**config.mk**
```make
export PLATFORM = sky130hd
export DESIGN_NAME = proc_mem_initiator
export DESIGN_NICKNAME = d
export VERILOG_FILES = /design/src/rtl/mem_if_pkg.sv /design/src/rtl/sync_fifo.sv /design/src/rtl/proc_mem_initiator.sv
export SDC_FILE = /design/constraint.sdc
export NUM_CORES = 1
export LEC_CHECK = 0
export ABC_AREA = 1
export CAP_MARGIN = 10
export CORE_ASPECT_RATIO = 1.2
export CORE_MARGIN = 3
export CORE_UTILIZATION = 54
export CTS_BUF_LIST = sky130_fd_sc_hd__clkbuf_16
export CTS_CLUSTER_SIZE = 10
export DETAILED_ROUTE_END_ITERATION = 8
export PLACE_DENSITY_LB_ADDON = 0.12
export SYNTH_ARGS = -nofsm -noshare
export SYNTH_HDL_FRONTEND = slang
export SYNTH_SLANG_ARGS = --single-unit
export TNS_END_PERCENT = 50
```
**constraint.sdc**
```tcl
create_clock -name clk -period 4.5 [get_ports clk]
set_input_delay 0.9 -clock clk [delete_from_list [all_inputs] [get_ports clk]]
set_output_delay 0.9 -clock clk [all_outputs]
set_load 0.01 [all_outputs]
```
**src/rtl/mem_if_pkg.sv**
```systemverilog
// Shared memory-interface definitions used by the processor initiators and
// by memory_subsystem.
package mem_if_pkg;

  localparam int unsigned MEM_ADDR_W = 14;
  localparam int unsigned MEM_DATA_W = 16;

  typedef enum logic {
    MEM_RD = 1'b0,
    MEM_WR = 1'b1
  } mem_op_t;

  // Canonical command word at the default 16-bit data width.
  typedef struct packed {
    mem_op_t                 op;
    logic [MEM_ADDR_W-1:0]   addr;
    logic [MEM_DATA_W-1:0]   wdata;
  } mem_cmd_t;

  // Line coherency state, shared with memory_subsystem.
  typedef enum logic [1:0] {
    COH_INVALID   = 2'd0,
    COH_SHARED    = 2'd1,
    COH_EXCLUSIVE = 2'd2,
    COH_MODIFIED  = 2'd3
  } coherency_t;

endpackage

```
**src/rtl/sync_fifo.sv**
```systemverilog
// Single-clock FIFO with registered occupancy count and show-ahead read data.
// DEPTH must be a power of two so the pointers wrap by natural overflow.
module sync_fifo #(
  parameter int unsigned WIDTH = 8,
  parameter int unsigned DEPTH = 4
) (
  input  logic             clk,
  input  logic             reset_n,
  input  logic             push,
  input  logic [WIDTH-1:0] wdata,
  input  logic             pop,
  output logic [WIDTH-1:0] rdata,
  output logic             full,
  output logic             empty
);

  localparam int unsigned AW = $clog2(DEPTH);
  localparam int unsigned CW = $clog2(DEPTH + 1);

  logic [WIDTH-1:0] store [DEPTH];
  logic [AW-1:0]    wr_ptr;
  logic [AW-1:0]    rd_ptr;
  logic [CW-1:0]    count;
  logic             do_push;
  logic             do_pop;

  assign full    = (count == CW'(DEPTH));
  assign empty   = (count == '0);
  assign do_push = push && !full;
  assign do_pop  = pop && !empty;
  assign rdata   = store[rd_ptr];

  // Pointer and occupancy bookkeeping; simultaneous push and pop keep the count.
  always_ff @(posedge clk) begin
    if (!reset_n) begin
      wr_ptr <= '0;
      rd_ptr <= '0;
      count  <= '0;
    end else begin
      if (do_push) wr_ptr <= wr_ptr + AW'(1);
      if (do_pop)  rd_ptr <= rd_ptr + AW'(1);
      case ({do_push, do_pop})
        2'b10:   count <= count + CW'(1);
        2'b01:   count <= count - CW'(1);
        default: count <= count;
      endcase
    end
  end

  // Entry storage, written on accepted pushes only.
  always_ff @(posedge clk) begin
    if (do_push) store[wr_ptr] <= wdata;
  end

endmodule

```
**src/rtl/proc_mem_initiator.sv**
```systemverilog
// Processor-side initiator: queues core load/store commands and issues them
// one at a time on the memory port, returning load data or a timeout error.
module proc_mem_initiator
  import mem_if_pkg::*;
#(
  parameter int unsigned DATA_SIZE  = 2,
  parameter int unsigned FIFO_DEPTH = 4,
  parameter int unsigned TIMEOUT    = 16
) (
  input  logic                    clk,
  input  logic                    reset_n,
  input  logic                    cmd_valid,
  output logic                    cmd_ready,
  input  logic                    cmd_write,
  input  logic [MEM_ADDR_W-1:0]   cmd_addr,
  input  logic [DATA_SIZE*8-1:0]  cmd_wdata,
  output logic                    rsp_valid,
  output logic                    rsp_write,
  output logic [DATA_SIZE*8-1:0]  rsp_data,
  output logic                    rsp_error,
  output logic                    processor_req,
  output logic                    mem_read_req,
  output logic                    mem_write_req,
  output logic [MEM_ADDR_W-1:0]   addr,
  output logic [DATA_SIZE*8-1:0]  mem_write_data,
  input  logic [DATA_SIZE*8-1:0]  mem_read_data,
  input  logic                    processor_resp
);

  localparam int unsigned DW = DATA_SIZE * 8;
  localparam int unsigned TW = (TIMEOUT > 0) ? $clog2(TIMEOUT + 1) : 1;
  localparam logic [TW-1:0] TLIMIT = (TIMEOUT > 0) ? TW'(TIMEOUT - 1) : '0;
  localparam bit TO_EN = (TIMEOUT != 0);

  typedef enum logic [1:0] {
    IDLE = 2'd0,
    REQ  = 2'd1,
    GAP  = 2'd2
  } init_state_t;

  // Same layout as mem_cmd_t, but with the data field sized by DATA_SIZE.
  typedef struct packed {
    mem_op_t               op;
    logic [MEM_ADDR_W-1:0] addr;
    logic [DW-1:0]         wdata;
  } cmd_entry_t;

  init_state_t                state;
  logic [TW-1:0]              tcnt;
  cmd_entry_t                 in_entry;
  cmd_entry_t                 head;
  logic [$bits(cmd_entry_t)-1:0] head_bits;
  logic                       fifo_full;
  logic                       fifo_empty;
  logic                       fifo_push;
  logic                       fifo_pop;
  logic                       timeout_hit;

  assign in_entry.op    = cmd_write ? MEM_WR : MEM_RD;
  assign in_entry.addr  = cmd_addr;
  assign in_entry.wdata = cmd_wdata;
  assign head           = cmd_entry_t'(head_bits);

  assign cmd_ready   = !fifo_full;
  assign fifo_push   = cmd_valid && !fifo_full;
  assign fifo_pop    = (state == IDLE) && !fifo_empty;
  assign timeout_hit = TO_EN && (tcnt == TLIMIT);

  sync_fifo #(
    .WIDTH ($bits(cmd_entry_t)),
    .DEPTH (FIFO_DEPTH)
  ) u_cmd_fifo (
    .clk     (clk),
    .reset_n (reset_n),
    .push    (fifo_push),
    .wdata   (in_entry),
    .pop     (fifo_pop),
    .rdata   (head_bits),
    .full    (fifo_full),
    .empty   (fifo_empty)
  );

  // Issue FSM with registered memory-port and response outputs.
  always_ff @(posedge clk) begin
    if (!reset_n) begin
      state          <= IDLE;
      tcnt           <= '0;
      processor_req  <= 1'b0;
      mem_read_req   <= 1'b0;
      mem_write_req  <= 1'b0;
      addr           <= '0;
      mem_write_data <= '0;
      rsp_valid      <= 1'b0;
      rsp_write      <= 1'b0;
      rsp_data       <= '0;
      rsp_error      <= 1'b0;
    end else begin
      rsp_valid <= 1'b0;
      rsp_write <= 1'b0;
      rsp_data  <= '0;
      rsp_error <= 1'b0;
      case (state)
        IDLE: begin
          if (!fifo_empty) begin
            state          <= REQ;
            tcnt           <= '0;
            processor_req  <= 1'b1;
            mem_read_req   <= (head.op == MEM_RD);
            mem_write_req  <= (head.op == MEM_WR);
            addr           <= head.addr;
            mem_write_data <= head.wdata;
          end
        end
        REQ: begin
          // A response on the timeout edge still counts as a normal completion.
          if (processor_resp || timeout_hit) begin
            state          <= GAP;
            processor_req  <= 1'b0;
            mem_read_req   <= 1'b0;
            mem_write_req  <= 1'b0;
            addr           <= '0;
            mem_write_data <= '0;
            rsp_valid      <= 1'b1;
            rsp_write      <= mem_write_req;
            rsp_error      <= !processor_resp;
            rsp_data       <= (processor_resp && mem_read_req) ? mem_read_data : '0;
          end else if (TO_EN) begin
            tcnt <= tcnt + TW'(1);
          end
        end
        GAP:     state <= IDLE;
        default: state <= IDLE;
      endcase
    end
  end

endmodule

```
==> impl_metrics.json, run 1 <==
{
  "setup_violations": 0,
  "ys_seq_area_frac": 0.657,
  "place.gp.congestion": 0.703,
  "dpl_cell_area_sq_um": 8880,
  "grt_pass1_wl_microns": 25100,
  "ys_top_cells_by_area": "edfxtp_1 (48%), dfxtp_1 (18%), nand2_1 (10%), inv_1 (8.0%), nand3_1 (6.4%)",
  "synth_area_sq_um": 7740,
  "max_slew_margin": 0.266,
  "syn_nets": 865,
  "power_density_nw_per_um2": 597,
  "synth_top_cell_area_share": 0.481,
  "post-route-drc-count": 0,
  "required_ns": 4.55,
  "synth_edf_count": 124,
  "nets": 957,
  "ys_ff_latch": 192,
  "hold_viol": 0,
  "n_antenna_cell": 0,
  "cp_top_family": "simple AND/OR/NAND/NOR gates",
  "grt_max_degree": 64,
  "timing.rr.start": "state[1]$_SDFFE_PN0P_",
  "io_buffer_count": 103,
  "ys.flop_type": "edfxtp_1",
  "worst_pin_slew_ns": 1.10,
  "avgSynthCellArea_sq_um": 9.60,
  "grt_pass1_vias": 5253,
  "antenna_left": 0,
  "die_w_microns": 115,
  "cpMaxStageDelayCell": "nor2_4",
  "h-tree-depth": 4,
  "cts.repair.resized": 0,
  "tns_ns": 0,
  "r2r_cells": 10,
  "endpoint_kind": "flop",
  "finalClockSkew_ns": 0.0100,
  "core_area_sq_um": 13900,
  "dp_hpwl_microns": 9450,
  "postCtsSetupRepairBufs": 0,
  "min_from": "processor_req$_SDFFE_PN0P_",
  "cp-start-kind": "input port",
  "die_h_microns": 137,
  "clockBufferDepth": 2,
  "yosys-top-cells-count": "nand2_1 (210), inv_1 (165), edfxtp_1 (124), nand3_1 (99), dfxtp_1 (68)",
  "max_clock_freq_mhz": 394,
  "cap_violations": 0,
  "rows": 47,
  "period_share": 0.564,
  "path_class": "input port to flop",
  "initial_utilization": 0.555,
  "grt_usage": 0.206,
  "yosysWarnings": 0,
  "drt_iter0_drc": 393,
  "whs_ns": 0.469,
  "wl_microns": 15900,
  "critPathMaxStageDelay_ns": 0.90,
  "hold_class": "flop to flop",
  "drv_slew": 0,
  "critPathArrivalTime_ns": 2.59,
  "status": "finished, final reports clean",
  "worst-path-buf-inv": 1,
  "vias": 5455,
  "ctsRootBufferMaster": "clkbuf_16",
  "numCtsBuffers": 17,
  "r2r_end": "u_cmd_fifo.count[2]$_SDFFE_PN0P_",
  "ioPinCount": 104,
  "cts_tree": "built",
  "worstPathCellList": "clkdlybuf4s50_1 > nand2_1 > nor2_4",
  "drive_above_1_share": 0.0538,
  "routedWlPerCell_microns": 14.7,
  "clkTransAtPathRegs_ns": 0.07,
  "finalCriticalPeriod_ns": 2.54,
  "die-area_sq_um": 15800,
  "yosysTopAreaCell": "edfxtp_1",
  "drtPass1Iterations": 6,
  "post_drt_via_cell_ratio": 5.04,
  "async_flop_share": 0,
  "p_leak_nw": 4.13,
  "antenna_found_initial": 0,
  "final_cell_area_sq_um": 9510,
  "ir_drop_uv": 316,
  "syn-instance-count": 806,
  "ys_types": 25,
  "hold_buffers": 0,
  "power_mw": 5.68,
  "path_max_fanout": 31,
  "rsz0062_at_grt": "false",
  "holdPathStages": 2,
  "syn2layout_area_growth_pct": 22.9,
  "clk_latency_ns": 0.43,
  "hold_path_end": "processor_req$_SDFFE_PN0P_",
  "clock-sinks": 192,
  "synth.most_common_cell": "nand2_1",
  "overflow": 0,
  "regToRegSetupSlack_ns": 2.15
}
==> layout make-up <==
class | instances | area, sq um
tap | 171 | 214
inverter | 167 | 627
clock buffer | 17 | 425
multi-input combinational | 412 | 1890
sequential | 192 | 5090
timing repair buffer | 108 | 1090
clock inverter | 15 | 174
fill | 1075 | 4430
==> flip-flops by register name (all words and copies together) (netlist names), named ones only <==
name and cells:
rsp_error 1, state 2, rsp_data 16, tcnt 5, mem_write_req 1, u_cmd_fifo.store 124
addr 14, u_cmd_fifo.rd_ptr 2, u_cmd_fifo.count 3, rsp_write 1, u_cmd_fifo.wr_ptr 2, mem_write_data 16
mem_read_req 1, processor_req 1, rsp_valid 1
==> cells by family (layout without fill, tap and decap cells) <==
family,after synthesis,in the layout,synth area share
AOI/OAI and AO/OA,49,49,0.0320
xor gates and xnor gates,1,1,0.00113
adders and majority gates,8,8,0.0139
buffers and inverters,202,307,0.102
DFF,192,192,0.657
and+or+nand+nor,354,354,0.194
==> power by group <==
part / switching (mW) / total [mW] / internal [mW]
logic: 1.12 / 1.83 / 0.714
clock network: 0.677 / 1.52 / 0.838
registers: 0.132 / 2.33 / 2.20
total: 1.93 / 5.68 / 3.75
==> cells in the final DEF (no fill, tap or decap), types with 2 or more instances in the layout <==
cell,count
a21oi_1,42
buf_4,4
bufinv_16,2
clkbuf_16,17
clkdlybuf4s50_1,103
clkinv_4,3
dfxtp_1,67
edfxtp_1,124
ha_1,7
inv_1,165
inv_2,2
inv_6,6
inv_8,2
nand2_1,210
nand3_1,99
nand3b_1,2
nor2_1,31
nor2_4,6
o21ai_0,6
==> routing by layer <==
layer | part of all wire | global-route usage | wire [microns] | vias to the layer above
met3 | 0.065 | 0.0420 | 1040 | 22
met5 | 0 | 0 | 0 | -
met2 | 0.50 | 0.353 | 8040 | 189
li1 | - | - | - | 2711
met4 | 0.017 | 0.0828 | 272 | 0
met1 | 0.41 | 0.255 | 6580 | 2533
==> worst max path at each step <==
stage | from | to | slack, ns | depth (start not counted)
floorplan | cmd_valid | u_cmd_fifo.store[0][0]$_DFFE_PP_ | 1.69 | 2
global placement | cmd_valid | u_cmd_fifo.store[0][25]$_DFFE_PP_ | 1.50 | 3
detailed placement | cmd_valid | u_cmd_fifo.store[0][28]$_DFFE_PP_ | 1.50 | 3
CTS | cmd_valid | u_cmd_fifo.store[3][28]$_DFFE_PP_ | 1.94 | 3
global route | cmd_valid | u_cmd_fifo.store[3][17]$_DFFE_PP_ | 1.87 | 3
finish | cmd_valid | u_cmd_fifo.store[0][25]$_DFFE_PP_ | 1.96 | 3
==> tightest hold or removal path: stages (launching register included) <==
cell	delay, ns
dfxtp_1	0.31
nand2_1	0.06
a21oi_1	0.05
==> stage by stage <==
stage / util / setup WS, ns / instances
after floorplan: - / 1.69 / 806
after global placement: 0.637 / 1.50 / 1049
after detailed placement: 0.637 / 1.50 / 1049
after CTS: 0.680 / 1.94 / 1081
after global routing: 0.682 / 1.87 / 1082
final: 0.682 / 1.96 / 1082
(Power assumes the default switching activity.)
==> run 2, diff against run 1 <==
Clock period 4.5 ns to 2.4 ns, I/O delays scaled along.
==> run 2 against run 1 <==
  * Critical endpoint is now rsp_data[11]$_SDFF_PN0_
  * Largest cell class unchanged
  * Wire length increased by 2.1%
  * Clock-buffer cell count unchanged
  * Non-clock buffer count increased by 15
  * Critical path type is now flop to flop
  * Via count increased by 1.9%
==> impl_metrics.json, run 2 (synthesis gave the netlist of run 1 again) <==
{
  "post-route-drc-count": 0,
  "worst_slack_ns": 0.400,
  "numCtsBuffers": 17,
  "post_drt_via_cell_ratio": 5.07,
  "max_clock_freq_mhz": 500,
  "clockBufferDepth": 2,
  "rows": 47,
  "overflow": 0,
  "die_h_microns": 137,
  "cts_tree": "built",
  "drive_above_1_share": 0.0616,
  "antenna_found_initial": 0,
  "n_antenna_cell": 0,
  "largest-register": "u_cmd_fifo.store",
  "core_area_sq_um": 13900,
  "grt_pass1_vias": 5584,
  "grt_max_degree": 63,
  "r2r_cells": 10,
  "timing.rr.start": "tcnt[0]$_SDFFE_PN0P_",
  "r2r_end": "rsp_data[11]$_SDFF_PN0_",
  "holdPathStages": 2,
  "required_ns": 2.75,
  "grt_pass1_wl_microns": 26300,
  "finalCriticalPeriod_ns": 2.00,
  "status": "finished, final reports clean",
  "p_comb_frac": 0.335,
  "die-area_sq_um": 15800,
  "dpl_cell_area_sq_um": 9080,
  "drt_iter0_drc": 329,
  "critPathArrivalTime_ns": 2.35,
  "switching_share": 0.334,
  "antenna_left": 0,
  "power_mw": 10.6,
  "clk_latency_ns": 0.42,
  "clock-sinks": 192,
  "largest_reg_flops": 124,
  "initial_utilization": 0.555,
  "place.gp.congestion": 0.804,
  "dp_hpwl_microns": 10200,
  "layout_common_cells": "nand2_1 (210), inv_1 (166), edfxtp_1 (124), clkdlybuf4s50_1 (103), nand3_1 (99)",
  "post-place-cells": 1065,
  "hold_buffers": 0,
  "syn2layout_area_growth_pct": 24.5,
  "finalClockSkew_ns": 0.00731,
  "fin_cells": 1097,
  "vias": 5557,
  "cellInternalPower_mw": 7.04,
  "h-tree-depth": 4,
  "worstPathCellList": "ha_1 > nand2_1 > nor2_1 > ha_1 > inv_1 > nand2_1 > nand2_4 > nor2_4 > nand3_2 > nor2_1",
  "grt_usage": 0.215,
  "endpoint_kind": "flop",
  "ir_drop_uv": 718,
  "power.switching_mw": 3.53,
  "hold_path_end": "processor_req$_SDFFE_PN0P_",
  "rsz0062_at_grt": "false",
  "routedWlPerCell_microns": 14.8,
  "final_common_cell": "nand2_1",
  "cp_top_family": "simple AND/OR/NAND/NOR gates",
  "p_seq_frac": 0.415,
  "wl_microns": 16300,
  "cp-start-kind": "flop",
  "ioPinCount": 104,
  "cts.repair.resized": 0,
  "p_clk_frac": 0.250,
  "whs_ns": 0.471,
  "hold_viol": 0,
  "clkTransAtPathRegs_ns": 0.06,
  "regToRegSetupSlack_ns": 0.40,
  "setup_violations": 0,
  "p_leak_nw": 4.20,
  "drtPass1Iterations": 5,
  "min_from": "processor_req$_SDFFE_PN0P_",
  "period_share": 0.833,
  "critPathMaxStageDelay_ns": 0.41,
  "nets": 972,
  "io_buffer_count": 103,
  "drv_slew": 0,
  "cap_violations": 0,
  "worst-path-buf-inv": 1,
  "dp_slack_ns": 0.236,
  "ctsRootBufferMaster": "clkbuf_16",
  "final_cell_area_sq_um": 9630,
  "power_density_nw_per_um2": 1100,
  "die_w_microns": 115,
  "path_max_fanout": 24,
  "largestRegisters": "u_cmd_fifo.store x124, mem_write_data x16, rsp_data x16",
  "hold_class": "flop to flop",
  "max_slew_margin": 0.544,
  "worst_pin_slew_ns": 0.683,
  "path_class": "flop to flop",
  "postCtsSetupRepairBufs": 0,
  "cpMaxStageDelayCell": "dfxtp_1"
}
-- run 2: cell types whose count changed in the layout (fill, tap and decap cells not counted), moves of 2 or more --
cell,previous run,this run
inv_6,6,1
buf_4,4,14
clkinv_2,1,3
inv_8,2,0
clkinv_1,0,6
buf_12,0,6
clkinv_4,3,1
-- run 2: per-layer routing --
layer | global-route usage | wire length, microns
met5 | 0 | 0
met4 | 0.0822 | 276
met3 | 0.0429 | 845
met2 | 0.384 | 8330
met1 | 0.255 | 6830
-- run 2: worst max path at each step --
stage / cells after the start / from / endpoint / slack, ns
floorplan: 4 / u_cmd_fifo.count[0]$_SDFFE_PN0P_ / u_cmd_fifo.store[0][0]$_DFFE_PP_ / -0.05
global placement: 9 / cmd_valid / u_cmd_fifo.count[2]$_SDFFE_PN0P_ / 0.36
detailed placement: 9 / cmd_valid / u_cmd_fifo.count[2]$_SDFFE_PN0P_ / 0.24
CTS: 10 / tcnt[0]$_SDFFE_PN0P_ / rsp_data[11]$_SDFF_PN0_ / 0.38
global route: 10 / tcnt[0]$_SDFFE_PN0P_ / rsp_data[4]$_SDFF_PN0_ / 0.21
finish: 10 / tcnt[0]$_SDFFE_PN0P_ / rsp_data[11]$_SDFF_PN0_ / 0.40
-- run 2: power groups by stage --
stage	Combinational (mW)	Clock [mW]	Sequential, mW
2_1_floorplan	1.99	0	4.55
3_3_place_gp	3.47	0	4.42
3_5_place_dp	3.56	0	4.45
4_1_cts	3.58	2.68	4.38
5_1_grt	3.95	2.80	4.44
6_report	3.55	2.64	4.38
-- run 2: worst min-delay path, cell delays in order, from the launching register on --
cell,delay (ns)
dfxtp_1,0.31
nand2_1,0.06
a21oi_1,0.05
-- run 2: cell type report --
cell class,count,area (sq um)
Multi-Input combinational cell,412,1890
Sequential cell,192,5090
Fill cell,1045,4310
Tap cell,171,214
Clock inverter,15,126
Timing Repair Buffer,123,1260
Clock buffer,17,425
Inverter,167,627
-- run 2: through the flow --
step	utilization	setup TNS, ns
CTS	0.691	0
global route	0.691	0
detailed placement	0.651	0
finish	0.691	0
global placement	0.651	0
floorplan	-	-5.66
